[src/rtl/mips_pkg.sv]
// Shared MIPS core definitions: fetch FSM encodings, instruction field positions, NOP word.
// Also holds the PC alignment helper used by the fetch stage.
package mips_pkg;

    localparam logic [1:0] FS_IDLE  = 2'd0;
    localparam logic [1:0] FS_FETCH = 2'd1;
    localparam logic [1:0] FS_HOLD  = 2'd2;
    localparam logic [1:0] FS_DRAIN = 2'd3;

    localparam logic [31:0] PC_STEP_DEFAULT = 32'd4;
    localparam logic [31:0] NOP_WORD        = 32'h0000_0000;

    localparam int OPCODE_LSB = 26;
    localparam int RS_LSB     = 21;
    localparam int RT_LSB     = 16;
    localparam int RD_LSB     = 11;
    localparam int SHAMT_LSB  = 6;
    localparam int FUNCT_LSB  = 0;

    // Instruction addresses are word aligned; the low two bits are dropped.
    function automatic logic [31:0] word_align(input logic [31:0] addr);
        return addr & 32'hFFFF_FFFC;
    endfunction

endpackage

[src/rtl/fetch_skid_buffer.sv]
// One-entry {pc, instruction} holding slot for a word that returned while IF/ID was stalled.
module fetch_skid_buffer
    import mips_pkg::*;
(
    input  logic        clk,
    input  logic        rst_n,
    input  logic        load,
    input  logic        drain,
    input  logic        clear,
    input  logic [31:0] pc_in,
    input  logic [31:0] instr_in,
    output logic        valid,
    output logic [31:0] pc,
    output logic [31:0] instr
);

    logic        valid_q, valid_d;
    logic [31:0] pc_q, pc_d;
    logic [31:0] instr_q, instr_d;

    // Next-state for the slot: clear beats load, load beats drain.
    always_comb begin
        valid_d = valid_q;
        pc_d    = pc_q;
        instr_d = instr_q;
        if (clear) begin
            valid_d = 1'b0;
        end else if (load) begin
            valid_d = 1'b1;
            pc_d    = pc_in;
            instr_d = instr_in;
        end else if (drain) begin
            valid_d = 1'b0;
        end else begin
            valid_d = valid_q;
        end
    end

    // Slot registers.
    always_ff @(posedge clk or negedge rst_n) begin
        if (!rst_n) begin
            valid_q <= 1'b0;
            pc_q    <= 32'd0;
            instr_q <= NOP_WORD;
        end else begin
            valid_q <= valid_d;
            pc_q    <= pc_d;
            instr_q <= instr_d;
        end
    end

    assign valid = valid_q;
    assign pc    = pc_q;
    assign instr = instr_q;

endmodule

[src/rtl/instruction_fetch_stage.sv]
// MIPS IF stage: PC, imem req/ready fetch FSM, IF/ID pipeline register and field slicing.
module instruction_fetch_stage
    import mips_pkg::*;
#(
    parameter logic [31:0] RESET_PC = 32'h0000_0000,
    parameter logic [31:0] PC_STEP  = PC_STEP_DEFAULT
) (
    input  logic        clock,
    input  logic        resetN,
    input  logic        stall,
    input  logic        flush,
    input  logic        branchTaken,
    input  logic [31:0] branchTarget,
    output logic        imemReq,
    output logic [31:0] imemAddr,
    input  logic        imemReady,
    input  logic [31:0] imemData,
    output logic        ifIdValid,
    output logic [31:0] ifIdPc,
    output logic [31:0] ifIdPcPlus4,
    output logic [31:0] ifIdInstruction,
    output logic [5:0]  opcode,
    output logic [4:0]  rs,
    output logic [4:0]  rt,
    output logic [4:0]  rd,
    output logic [4:0]  shamt,
    output logic [5:0]  funct,
    output logic [15:0] immediate,
    output logic [25:0] jumpIndex
);

    logic [1:0]  state_q, state_d;
    logic [31:0] pc_q, pc_d;
    logic [31:0] target_q, target_d;
    logic        ifid_valid_q, ifid_valid_d;
    logic [31:0] ifid_pc_q, ifid_pc_d;
    logic [31:0] ifid_pc4_q, ifid_pc4_d;
    logic [31:0] ifid_instr_q, ifid_instr_d;

    logic        imem_req_s, transfer_s, load_s;
    logic [31:0] redirect_s, load_pc_s, load_instr_s;
    logic        skid_load_s, skid_drain_s, skid_clear_s, skid_valid_s;
    logic [31:0] skid_pc_s, skid_instr_s;

    assign imem_req_s = (state_q == FS_FETCH) || (state_q == FS_DRAIN);
    assign transfer_s = imem_req_s & imemReady;
    assign redirect_s = word_align(branchTarget);

    // Fetch FSM and PC update; a redirect with a request still in flight parks in DRAIN.
    always_comb begin
        state_d      = state_q;
        pc_d         = pc_q;
        target_d     = target_q;
        skid_load_s  = 1'b0;
        skid_drain_s = 1'b0;
        skid_clear_s = 1'b0;
        load_s       = 1'b0;
        load_pc_s    = pc_q;
        load_instr_s = imemData;
        case (state_q)
            FS_IDLE: begin
                state_d = FS_FETCH;
                if (branchTaken) pc_d = redirect_s;
                else             pc_d = pc_q;
            end
            FS_FETCH: begin
                if (branchTaken) begin
                    if (transfer_s) begin
                        pc_d = redirect_s;
                    end else begin
                        target_d = redirect_s;
                        state_d  = FS_DRAIN;
                    end
                end else if (transfer_s) begin
                    pc_d = pc_q + PC_STEP;
                    if (stall) begin
                        skid_load_s = 1'b1;
                        state_d     = FS_HOLD;
                    end else begin
                        load_s = 1'b1;
                    end
                end else begin
                    state_d = FS_FETCH;
                end
            end
            FS_HOLD: begin
                if (branchTaken) begin
                    pc_d         = redirect_s;
                    skid_clear_s = 1'b1;
                    state_d      = FS_FETCH;
                end else if (!stall) begin
                    skid_drain_s = 1'b1;
                    load_s       = skid_valid_s;
                    load_pc_s    = skid_pc_s;
                    load_instr_s = skid_instr_s;
                    state_d      = FS_FETCH;
                end else begin
                    state_d = FS_HOLD;
                end
            end
            FS_DRAIN: begin
                if (transfer_s) begin
                    pc_d    = branchTaken ? redirect_s : target_q;
                    state_d = FS_FETCH;
                end else if (branchTaken) begin
                    target_d = redirect_s;
                end else begin
                    state_d = FS_DRAIN;
                end
            end
            default: begin
                state_d = FS_IDLE;
            end
        endcase
    end

    // IF/ID register next state: flush beats stall beats load; otherwise a bubble.
    always_comb begin
        ifid_valid_d = ifid_valid_q;
        ifid_pc_d    = ifid_pc_q;
        ifid_pc4_d   = ifid_pc4_q;
        ifid_instr_d = ifid_instr_q;
        if (flush) begin
            ifid_valid_d = 1'b0;
            ifid_instr_d = NOP_WORD;
        end else if (stall) begin
            ifid_valid_d = ifid_valid_q;
        end else if (load_s) begin
            ifid_valid_d = 1'b1;
            ifid_pc_d    = load_pc_s;
            ifid_pc4_d   = load_pc_s + PC_STEP;
            ifid_instr_d = load_instr_s;
        end else begin
            ifid_valid_d = 1'b0;
        end
    end

    // Fetch state, PC and IF/ID registers.
    always_ff @(posedge clock or negedge resetN) begin
        if (!resetN) begin
            state_q      <= FS_IDLE;
            pc_q         <= RESET_PC;
            target_q     <= 32'd0;
            ifid_valid_q <= 1'b0;
            ifid_pc_q    <= 32'd0;
            ifid_pc4_q   <= 32'd0;
            ifid_instr_q <= NOP_WORD;
        end else begin
            state_q      <= state_d;
            pc_q         <= pc_d;
            target_q     <= target_d;
            ifid_valid_q <= ifid_valid_d;
            ifid_pc_q    <= ifid_pc_d;
            ifid_pc4_q   <= ifid_pc4_d;
            ifid_instr_q <= ifid_instr_d;
        end
    end

    fetch_skid_buffer u_skid (
        .clk      (clock),
        .rst_n    (resetN),
        .load     (skid_load_s),
        .drain    (skid_drain_s),
        .clear    (skid_clear_s),
        .pc_in    (pc_q),
        .instr_in (imemData),
        .valid    (skid_valid_s),
        .pc       (skid_pc_s),
        .instr    (skid_instr_s)
    );

    assign imemReq         = imem_req_s;
    assign imemAddr        = pc_q;
    assign ifIdValid       = ifid_valid_q;
    assign ifIdPc          = ifid_pc_q;
    assign ifIdPcPlus4     = ifid_pc4_q;
    assign ifIdInstruction = ifid_instr_q;
    assign opcode          = ifid_instr_q[OPCODE_LSB +: 6];
    assign rs              = ifid_instr_q[RS_LSB +: 5];
    assign rt              = ifid_instr_q[RT_LSB +: 5];
    assign rd              = ifid_instr_q[RD_LSB +: 5];
    assign shamt           = ifid_instr_q[SHAMT_LSB +: 5];
    assign funct           = ifid_instr_q[FUNCT_LSB +: 6];
    assign immediate       = ifid_instr_q[15:0];
    assign jumpIndex       = ifid_instr_q[25:0];

endmodule

[config.mk]
export PLATFORM = sky130hd
export DESIGN_NAME = instruction_fetch_stage
export DESIGN_NICKNAME = d
export VERILOG_FILES = /design/src/rtl/mips_pkg.sv /design/src/rtl/fetch_skid_buffer.sv /design/src/rtl/instruction_fetch_stage.sv
export SDC_FILE = /design/constraint.sdc
export NUM_CORES = 1
export LEC_CHECK = 0
export ABC_AREA = 1
export BUFFER_PORTS_ARGS = -buffer_cell sky130_fd_sc_hd__buf_4
export CAP_MARGIN = 20
export CORE_ASPECT_RATIO = 0.7
export CORE_MARGIN = 2
export CORE_UTILIZATION = 45
export DETAILED_ROUTE_END_ITERATION = 7
export MAX_ROUTING_LAYER = met4
export PLACE_DENSITY = 0.71
export SYNTH_ARGS = -nofsm -noshare
export SYNTH_HDL_FRONTEND = slang
export SYNTH_SLANG_ARGS = --single-unit
[constraint.sdc]
create_clock -name clock -period 2.2 [get_ports clock]
set_input_delay 0.33 -clock clock [delete_from_list [all_inputs] [get_ports clock]]
set_output_delay 0.33 -clock clock [all_outputs]
set_load 0.05 [all_outputs]
==> impl_metrics.py, run 1 <==
metrics = {
    "status": {
        "outcome": "finished, final reports clean",
    },
    "layout": {
        "total_non_filler_cell_area_in_the_finished_layout_mm2": 0.0167,
        "area.growth.synth_to_final_pct": 34.3,
        "post_route_cells_drive_above_1_share": 0.308,
        "antenna_cells_inserted": 0,
        "finish.net_count": 2005,
        "layout.filler_cells": 2428,
        "layout.cells.non_filler": 2310,
        "post-route-util": 0.619,
    },
    "detailed_routing": {
        "drt-total-wl_um": 39000,
        "initial_drc_count": 1147,
        "vias": 12100,
        "detail-route-antenna-nets": 0,
        "dr.max_layer_used": "met4",
        "firstDrtPassIters": 6,
        "detail_route.vias_per_cell": 5.25,
        "count_of_unresolved_drc_violations_after_routing": 0,
        "routed-wl-met3_um": 3170,
        "drt-met1-wl_um": 18600,
        "route.detailed.wl_per_inst_um": 16.9,
        "wl_met2_um": 16200,
    },
    "global_routing": {
        "global_route.overflow_total": 0,
        "largest_net_degree_at_the_start_of_global_routing": 66,
        "grt_pass1_vias": 10900,
        "gr-usage-all-layers": 0.265,
        "number_of_antenna_violations_at_the_first_check_in_global_routing": 0,
        "grt_first_pass_wirelength_um": 59400,
    },
    "placement": {
        "place_worst_setup_slack_ps": -141,
        "dpl_wire_length_um": 27900,
        "placement.cell_area_mm2": 0.0152,
        "finalWeightedCongestion": 0.908,
        "dpl.cell_count": 2243,
        "io_buffers": 271,
    },
    "power": {
        "static-leakage-power_nw": 8.48,
        "power.share.switching": 0.470,
        "total_power_mw": 23.7,
        "netSwitchingPower_mw": 11.1,
        "sequentialPowerShare": 0.297,
        "power.share.clock": 0.175,
        "cellInternalPower_mw": 12.6,
        "power.density_mw_per_mm2": 1420,
        "peakVddDrop_mv": 0.834,
        "combinational_share_of_power": 0.529,
    },
    "critical_path": {
        "cp.required_ps": 2600,
        "critical_path.endpoint_type": "flop",
        "critical_path_arrival_ps": 2580,
        "regToRegSetupSlack_ps": 20,
        "reg2regPathDepth": 14,
        "critical_path.reg2reg.endpoint": "ifIdPcPlus4[21]",
        "critical_path_class": "flop to flop",
        "worstPathMaxFanout": 6,
        "critical_path.startpoint": "state_q[0]",
        "reg2reg_from": "state_q[0]",
        "start_kind": "flop",
        "worstSetupEndpoint": "ifIdPcPlus4[21]",
    },
    "timing": {
        "layout_min_cycle_time_ps": 2180,
        "final_critical_path_setup_slack_ps": 21.5,
        "fmax_mhz": 459,
        "rsz0062_at_grt": "yes",
        "final.setup_skew_ps": 7.96,
        "max_slew.worst_pin.slew_ps": 785,
        "report.final.hold_viol_count": 0,
        "min_period_over_period": 0.990,
        "fin_worst_hold_slack_ps": 46.6,
        "maxSlewHeadroom": 0.476,
        "setup-tns-final_ps": 0,
        "timing.final.setup_violations": 0,
        "final_max_slew_violation_count": 0,
    },
    "floorplanning": {
        "die_w_um": 202,
        "initial_utilization": 0.461,
        "number_of_cell_rows": 50,
        "placeableCoreArea_mm2": 0.0269,
        "dieHeight_um": 143,
        "ioPinCount": 274,
        "dieArea_mm2": 0.0289,
    },
    "synthesis": {
        "syn-mean-instance-area_um2": 7.61,
        "synth_top_flop_cell": "dfrtp_1",
        "syn_nets": 1706,
        "post_synth_num_cell_types": 42,
        "post_synth_inst_count": 1630,
        "synth-edff-count": 0,
        "synth-async-reset-ratio": 1.00,
        "synth_sequential_area_ratio": 0.456,
        "ys_seq_elements": 226,
        "yosys_warnings": 0,
        "synth_area_mm2": 0.0124,
    },
    "clocking": {
        "cts_root_buffer": "clkbuf_16",
        "clock_latency_ps": 520,
        "cts_made_buffers": 24,
        "cts_num_sinks": 226,
        "cts_tree": "built",
        "clk_path_buf_depth": 3,
        "ctsHtreeMaxLevel": 1,
        "clk_pin_slew_worst_paths_ps": 60,
    },
    "hold_path": {
        "hold_class": "primary input to flop",
    },
    "run": {
        "max_cap_viol_count": 0,
    },
}
-- routing by layer --
| layer | vias to the layer above | global-route usage |
|---|---|---|
| li1 | 5831 | - |
| met1 | 5704 | 0.400 |
| met2 | 531 | 0.370 |
| met3 | 68 | 0.0445 |
| met4 | 0 | 0.0607 |
| met5 | - | - |
-- state kept, by name, summed over array words and instances (netlist names), 2 cells and up --
signal,cells
ifIdInstruction,32
u_skid.instr,32
ifIdPcPlus4,30
u_skid.pc,32
imemAddr,32
target_q,32
state_q,2
ifIdPc,32
-- cells in the mapped netlist, types with 2 or more instances --
library cell  number  area [um2]
a21oi_1           57         285
a221oi_1           2        17.5
a22oi_1           27         203
buf_1              6        22.5
buf_2             18        90.1
buf_4             78         586
buf_6              2        22.5
clkbuf_1          51         191
dfrtp_1          226        5660
ha_1               6        75.1
inv_1            129         484
inv_2              6        22.5
mux2_2            27         304
nand2_1          488        1830
nand2_2            4        25.0
nand3_1          120         601
nand3b_1           6        45.0
nand4_1           13        81.3
nor2_1           101         379
nor2_2             8        50.1
nor2_4             5        56.3
nor3_1            16        80.1
o211ai_1           4        30.0
o21a_1             2        15.0
o21ai_0          187         936
o21ai_1            6        30.0
o22ai_1            6        37.5
o31ai_1            2        15.0
xor2_1            14         123
-- worst max-delay path, cell delays in order, from the launching register on --
cell and delay, ps:
dfrtp_1 380, inv_2 70, ha_4 170, buf_12 140, nand2_8 120, clkbuf_16 160
nand2_2 60, nand2_4 130, nand2_4 60, nor2_2 130, nand2_2 120, nor2_4 190
nand2_2 80, o21ai_1 140, nand3_1 100
-- area by class of cell --
class	instances	area, um2	share of cell area
Inverter	136	512	0.0307
Clock inverter	6	80.1	0.00481
Timing Repair Buffer	426	3480	0.209
Tap cell	364	455	0.0273
Multi-Input combinational cell	1115	5760	0.346
Clock buffer	37	711	0.0427
Sequential cell	226	5660	0.340
-- kinds of logic (layout without fill, tap and decap cells) --
group | count (synthesis) | count (layout) | synth area share
adders and majority gates | 6 | 6 | 0.00606
xor gates and xnor gates | 14 | 14 | 0.00989
AOI/OAI and AO/OA | 301 | 301 | 0.132
and+or+nand+nor | 765 | 767 | 0.257
DFF | 226 | 226 | 0.456
buffers and inverters | 291 | 605 | 0.115
muxes | 27 | 27 | 0.0245
-- cell usage in the layout, fill, tap and decap left out, types with 5 or more instances in the layout --
cell	netlist	final
nand2_1	488	441
buf_4	78	400
dfrtp_1	226	225
o21ai_0	187	186
inv_1	129	125
nand3_1	120	117
nor2_1	101	80
a21oi_1	57	57
nand2_2	4	33
clkbuf_16	0	29
mux2_2	27	27
a22oi_1	27	25
nor2_2	8	22
nand2_4	1	18
xor2_1	14	14
nor3_1	16	14
nor2_4	5	13
nand4_1	13	13
buf_12	0	12
inv_2	6	9
clkbuf_1	51	8
nand3b_1	6	6
o21ai_1	6	6
o22ai_1	6	6
buf_6	2	6
clkinv_2	0	5
-- power by group through the flow --
stage	clock network (mW)	registers (mW)	logic, mW
after floorplan	0	9.45	4.77
after global placement	0	6.97	11.5
after detailed placement	0	7.03	11.6
after CTS	4.20	6.96	11.8
after global routing	4.35	7.22	13.4
final	4.14	7.03	12.5
-- worst min-delay path by stage --
stage | end | cells past startpoint | start
after CTS | target_q[11] | 2 | branchTarget[11]
after global placement | ifIdPc[27] | 1 | resetN
final | target_q[11] | 2 | branchTarget[11]
after detailed placement | ifIdPc[27] | 1 | resetN
after floorplan | ifIdInstruction[0] | 0 | resetN
after global routing | target_q[11] | 2 | branchTarget[11]
-- timing repair --
| item | 4_1_cts | 5_1_grt |
|---|---|---|
| hold buffers | 1 | 0 |
| buffers inserted | 1 | 15 |
| gates cloned | 2 | 6 |
| gates resized for setup | 21 | 102 |
| setup endpoints to repair | 26 | 72 |
| hold endpoints to repair | 41 | 0 |
| pin swaps | 2 | 43 |
(Power assumes the default switching activity.)
==> run 2: changes to the inputs <==
- CTS_BUF_LIST: not set -> sky130_fd_sc_hd__clkbuf_4
==> run 2 against run 1 <==
Sequential share of layout area fell by 0.73 points. Die area did not move. Clock-buffer cell count rose by 51. Fmax fell by 0.42%. Cell count rose by 4.8%. Critical endpoint is now ifIdPcPlus4[20].
==> impl_metrics.py, run 2 (synthesis gave the netlist of run 1 again) <==
metrics = {
    "status": {
        "outcome": "finished, final reports clean",
    },
    "detailed_routing": {
        "count_of_unresolved_drc_violations_after_routing": 0,
        "firstDrtPassIters": 5,
        "detail-route-antenna-nets": 0,
        "vias": 12500,
        "initial_drc_count": 1196,
        "drt-total-wl_um": 39400,
        "route.detailed.wl_per_inst_um": 16.3,
        "detail_route.vias_per_cell": 5.18,
    },
    "critical_path": {
        "critical_path.reg2reg.endpoint": "ifIdPcPlus4[20]",
        "critPathTopFamily": "simple AND/OR/NAND/NOR gates",
        "reg2reg_from": "state_q[0]",
        "count_of_cell_instances_traversed_by_the_critical_path": 15,
        "slowest_stage": "dfrtp_2",
        "max_stage_delay_on_crit_path_ps": 450,
        "critical_path_buf_inv_count": 3,
        "start_kind": "flop",
        "worstSetupEndpoint": "ifIdPcPlus4[20]",
        "reg2regPathDepth": 15,
        "cp.required_ps": 2810,
        "cp_common_cell": "nand2_2",
        "crit_path_cell_trace": "inv_2, ha_4, buf_12, nand2_4, nand2_2, o21ai_2, inv_2, ha_4, nand2_2, nor2_4, nand2_2, nor2_2, nand2_1, o21ai_1, nand3_1",
        "worstPathMaxFanout": 9,
        "critical_path_class": "flop to flop",
        "critical_path.startpoint": "state_q[0]",
        "regToRegSetupSlack_ps": 10,
        "critical_path.endpoint_type": "flop",
        "critical_path_arrival_ps": 2790,
    },
    "layout": {
        "total_non_filler_cell_area_in_the_finished_layout_mm2": 0.0170,
        "layout.filler_cells": 2437,
        "post_route_cells_drive_above_1_share": 0.310,
        "antenna_cells_inserted": 0,
        "layout.cells.most_common": "nand2_1",
        "layout_common_cells": "nand2_1 (450), buf_4 (398), dfrtp_1 (224)",
        "area.growth.synth_to_final_pct": 37.3,
        "finish.net_count": 2097,
    },
    "floorplanning": {
        "placeableCoreArea_mm2": 0.0269,
        "number_of_cell_rows": 50,
        "initial_utilization": 0.461,
        "dieArea_mm2": 0.0289,
        "dieHeight_um": 143,
        "ioPinCount": 274,
        "die_w_um": 202,
    },
    "timing": {
        "rsz0062_at_grt": "yes",
        "layout_min_cycle_time_ps": 2190,
        "fmax_mhz": 457,
        "max_slew.worst_pin.slew_ps": 794,
        "min_period_over_period": 0.994,
        "final.setup_skew_ps": 33.0,
        "report.final.hold_viol_count": 0,
        "maxSlewHeadroom": 0.470,
        "timing.final.setup_violations": 0,
        "final_max_slew_violation_count": 0,
    },
    "global_routing": {
        "global_route.overflow_total": 0,
        "number_of_antenna_violations_at_the_first_check_in_global_routing": 0,
        "largest_net_degree_at_the_start_of_global_routing": 66,
        "gr-usage-all-layers": 0.273,
        "grt_first_pass_wirelength_um": 60900,
        "grt_pass1_vias": 11400,
    },
    "power": {
        "total_power_mw": 23.0,
        "static-leakage-power_nw": 8.68,
        "peakVddDrop_mv": 0.848,
        "power.density_mw_per_mm2": 1350,
    },
    "clocking": {
        "cts_tree": "built",
        "cts_num_sinks": 226,
        "cts_made_buffers": 59,
        "clk_pin_slew_worst_paths_ps": 70,
        "ctsHtreeMaxLevel": 2,
        "clk_path_buf_depth": 3,
        "clock_latency_ps": 720,
        "cts_root_buffer": "clkbuf_4",
    },
    "run": {
        "max_cap_viol_count": 0,
    },
    "hold_path": {
        "hold_class": "primary input to async pin",
    },
    "placement": {
        "placement.cell_area_mm2": 0.0152,
        "dpl_wire_length_um": 27900,
        "finalWeightedCongestion": 0.908,
        "io_buffers": 271,
    },
}
==> run 2: how the worst min path moves through the flow <==
| stage | to | slack, ps | cells after the start |
|---|---|---|---|
| 3_3_place_gp | ifIdPc[27] | 260 | 1 |
| 6_report | ifIdPc[27] | 100 | 2 |
| 3_5_place_dp | ifIdPc[27] | 270 | 1 |
| 2_1_floorplan | ifIdInstruction[0] | 30 | 0 |
| 4_1_cts | ifIdPcPlus4[14] | 60 | 5 |
| 5_1_grt | ifIdPcPlus4[16] | 100 | 2 |
==> run 2: area by class of cell <==
class,count,area [um2],share of cell area
Clock buffer,88,661,0.0388
Inverter,136,512,0.0301
Multi-Input combinational cell,1115,5630,0.330
Tap cell,364,455,0.0268
Sequential cell,226,5660,0.332
Timing Repair Buffer,483,4050,0.238
Clock inverter,10,63.8,0.00375
==> run 2: worst reg2reg max path, delay by kind of cell (launching register included) <==
kind,cells,cell delay (ps)
DFF,1,450
AOI/OAI and AO/OA,2,200
adders and majority gates,2,280
and+or+nand+nor,8,820
buffers and inverters,3,330
==> run 2: through the flow <==
stage / hold slack, ps / instances / setup TNS (ps) / setup WS, ps / utilization
floorplan: 34.4 / 1630 / 0 / 44.3 / -
global placement: 261 / 2243 / -327 / -60.6 / 0.564
detailed placement: 267 / 2243 / -1540 / -141 / 0.564
CTS: 57.8 / 2408 / -88.9 / -34.6 / 0.618
global route: 98.4 / 2422 / -1630 / -97.6 / 0.633
finish: 99.4 / 2422 / 0 / 12.2 / 0.633
==> run 2: layer usage <==
layer  vias up  global-route usage  routed length [um]
met5         -                   -                   0
met4         0              0.0642                 582
met3        48              0.0550                3500
met2       547               0.384               16800
met1      5902               0.403               18600
li1       6042                   -                   -
==> run 2: timing repair <==
action,4_1_cts,5_1_grt
endpoints found under the hold margin,336,0
setup endpoints to repair,25,76
resized for setup,21,69
gates cloned,2,5
setup buffers,1,9
hold buffers,64,0
pin swaps,4,20
==> run 2: where the power goes <==
group / internal [mW] / switching [mW] / total [mW]
Sequential: 5.78 / 1.25 / 7.02
Combinational: 4.26 / 8.08 / 12.3
Clock: 1.91 / 1.73 / 3.64
Total: 11.9 / 11.1 / 23.0
==> run 3: changes to the inputs <==
- CORE_UTILIZATION: 45 -> 51
- PLACE_DENSITY: 0.71 -> 0.79
==> run 3 against run 2 <==
Clock-buffer cell count fell by 7. Critical path depth fell by 5. Fmax rose by 1.3%. Cell area rose by 0.37%. Sequential share of layout area fell by 0.13 points. Via count rose by 1.4%. Combinational power barely moved. Clock skew rose by 17 ps. Global-route usage rose by 3.7 points. First-iteration DRC count rose by 11%. Largest cell class unchanged.
==> impl_metrics.py, run 3 (synthesis gave the netlist of run 1 again) <==
metrics = {
    "power": {
        "cellInternalPower_mw": 12.0,
        "power.density_mw_per_mm2": 1360,
        "power.share.switching": 0.482,
        "static-leakage-power_nw": 8.78,
        "power.share.clock": 0.151,
        "sequentialPowerShare": 0.305,
        "combinational_share_of_power": 0.544,
        "peakVddDrop_mv": 1.11,
        "netSwitchingPower_mw": 11.2,
    },
    "layout": {
        "layout.cells.most_common": "nand2_1",
        "antenna_cells_inserted": 0,
        "post_route_cells_drive_above_1_share": 0.309,
        "total_non_filler_cell_area_in_the_finished_layout_mm2": 0.0171,
        "area.growth.synth_to_final_pct": 37.8,
        "layout_common_cells": "nand2_1 (456), buf_4 (412), dfrtp_1 (225)",
        "finish.net_count": 2112,
    },
    "clocking": {
        "cts_num_sinks": 226,
        "ctsHtreeMaxLevel": 2,
        "cts_made_buffers": 56,
        "cts_root_buffer": "clkbuf_4",
        "clock_latency_ps": 750,
        "clk_path_buf_depth": 3,
        "cts_tree": "built",
        "clk_pin_slew_worst_paths_ps": 70,
    },
    "global_routing": {
        "grt_pass1_vias": 11300,
        "largest_net_degree_at_the_start_of_global_routing": 66,
        "number_of_antenna_violations_at_the_first_check_in_global_routing": 0,
        "grt_first_pass_wirelength_um": 60600,
        "global_route.overflow_total": 0,
        "gr-usage-all-layers": 0.310,
    },
    "timing": {
        "final.setup_skew_ps": 50.3,
        "report.final.hold_viol_count": 0,
        "timing.final.setup_violations": 0,
        "final_max_slew_violation_count": 0,
        "min_period_over_period": 0.982,
        "layout_min_cycle_time_ps": 2160,
        "max_slew.worst_pin.slew_ps": 578,
        "setup-tns-final_ps": 0,
        "fmax_mhz": 463,
        "rsz0062_at_grt": "yes",
        "maxSlewHeadroom": 0.615,
    },
    "floorplanning": {
        "ioPinCount": 274,
        "initial_utilization": 0.522,
        "number_of_cell_rows": 47,
        "dieHeight_um": 134,
        "placeableCoreArea_mm2": 0.0238,
        "die_w_um": 190,
        "dieArea_mm2": 0.0256,
    },
    "hold_path": {
        "hold_class": "primary input to flop",
        "min_delay_path_depth": 5,
    },
    "placement": {
        "io_buffers": 271,
        "finalWeightedCongestion": 0.947,
        "placement.cell_area_mm2": 0.0151,
        "dpl_wire_length_um": 27300,
    },
    "critical_path": {
        "worstPathMaxFanout": 29,
        "reg2regPathDepth": 10,
        "critical_path.endpoint_type": "flop",
        "cp.required_ps": 2800,
        "start_kind": "flop",
        "critical_path_arrival_ps": 2760,
        "critical_path_class": "flop to flop",
    },
    "detailed_routing": {
        "count_of_unresolved_drc_violations_after_routing": 0,
        "firstDrtPassIters": 5,
        "drt-total-wl_um": 39900,
        "detail-route-antenna-nets": 0,
        "vias": 12700,
        "detail_route.vias_per_cell": 5.33,
        "initial_drc_count": 1324,
        "route.detailed.wl_per_inst_um": 16.7,
    },
    "status": {
        "outcome": "finished, final reports clean",
    },
    "run": {
        "max_cap_viol_count": 0,
    },
}
## run 3: changes by cell type in the layout (fill, tap and decap cells not counted), moves of 4 or more
cell / previous run / this run
buf_4: 398 / 412
nand2_2: 38 / 28
clkbuf_4: 88 / 81
nand2_1: 450 / 456
buf_6: 2 / 7
inv_2: 11 / 6
nor2_2: 20 / 15
nand2_4: 5 / 9
## run 3: cell type report
class	instances	area, um2
clock buffers	81	608
clock inverters	10	66.3
fillers	1846	6670
inverters	136	519
multi-input cells	1114	5630
flip-flops and latches	226	5660
well taps	318	398
repair buffers	502	4210
## run 3: critical path: stages, from the launching register on
cell and delay (ps):
dfrtp_1 420, buf_4 170, inv_4 70, ha_4 160, buf_4 340, nor3_1 90
buf_4 190, a22oi_1 340, o31ai_1 130, nand2_1 70, o21ai_0 70
## run 3: layer usage
metal | GRT usage | share of wire
met4 | 0.0719 | 0.016
met2 | 0.446 | 0.44
met3 | 0.0518 | 0.091
met5 | - | 0
met1 | 0.457 | 0.45
## run 3: power by group through the flow
stage               combinational (mW)  sequential [mW]  clock [mW]
finish                            12.6             7.06        3.50
global route                      13.5             7.21        3.78
CTS                               11.9             6.98        3.55
detailed placement                11.6             7.04           0
global placement                  11.5             6.96           0
floorplan                         4.77             9.45           0
## run 3: worst paths after layout
path	start	endpoint	slack (ps)
worst min register to register	ifIdPc[15]	ifIdPc[15]	480
worst min-delay path	flush	ifIdPcPlus4[9]	100
worst max register to register	state_q[1]	imemAddr[12]	40
max in group asynchronous	resetN	ifIdPcPlus4[16]	1360
worst max-delay path	state_q[1]	imemAddr[12]	40
min in group asynchronous	resetN	ifIdPcPlus4[8]	140
## run 3: what timing repair did
action	4_1_cts	5_1_grt
endpoints found under the setup margin	30	76
gates resized for setup	26	70
cloned	1	5
setup buffers	4	23
hold buffers	64	0
pin swaps	5	35
hold endpoints to repair	300	0
## run 3: per-stage QoR
| step | utilization | total power, mW | setup WS (ps) | hold slack [ps] | instances |
|---|---|---|---|---|---|
| after global placement | 0.637 | 18.4 | 6.82 | 307 | 2200 |
| after CTS | 0.699 | 22.4 | -9.92 | 50.1 | 2360 |
| after detailed placement | 0.637 | 18.7 | -64.6 | 301 | 2200 |
| final | 0.719 | 23.2 | 40.6 | 101 | 2387 |
| after floorplan | - | 14.2 | 44.3 | 34.4 | 1630 |
| after global routing | 0.719 | 24.5 | -63.8 | 100 | 2387 |
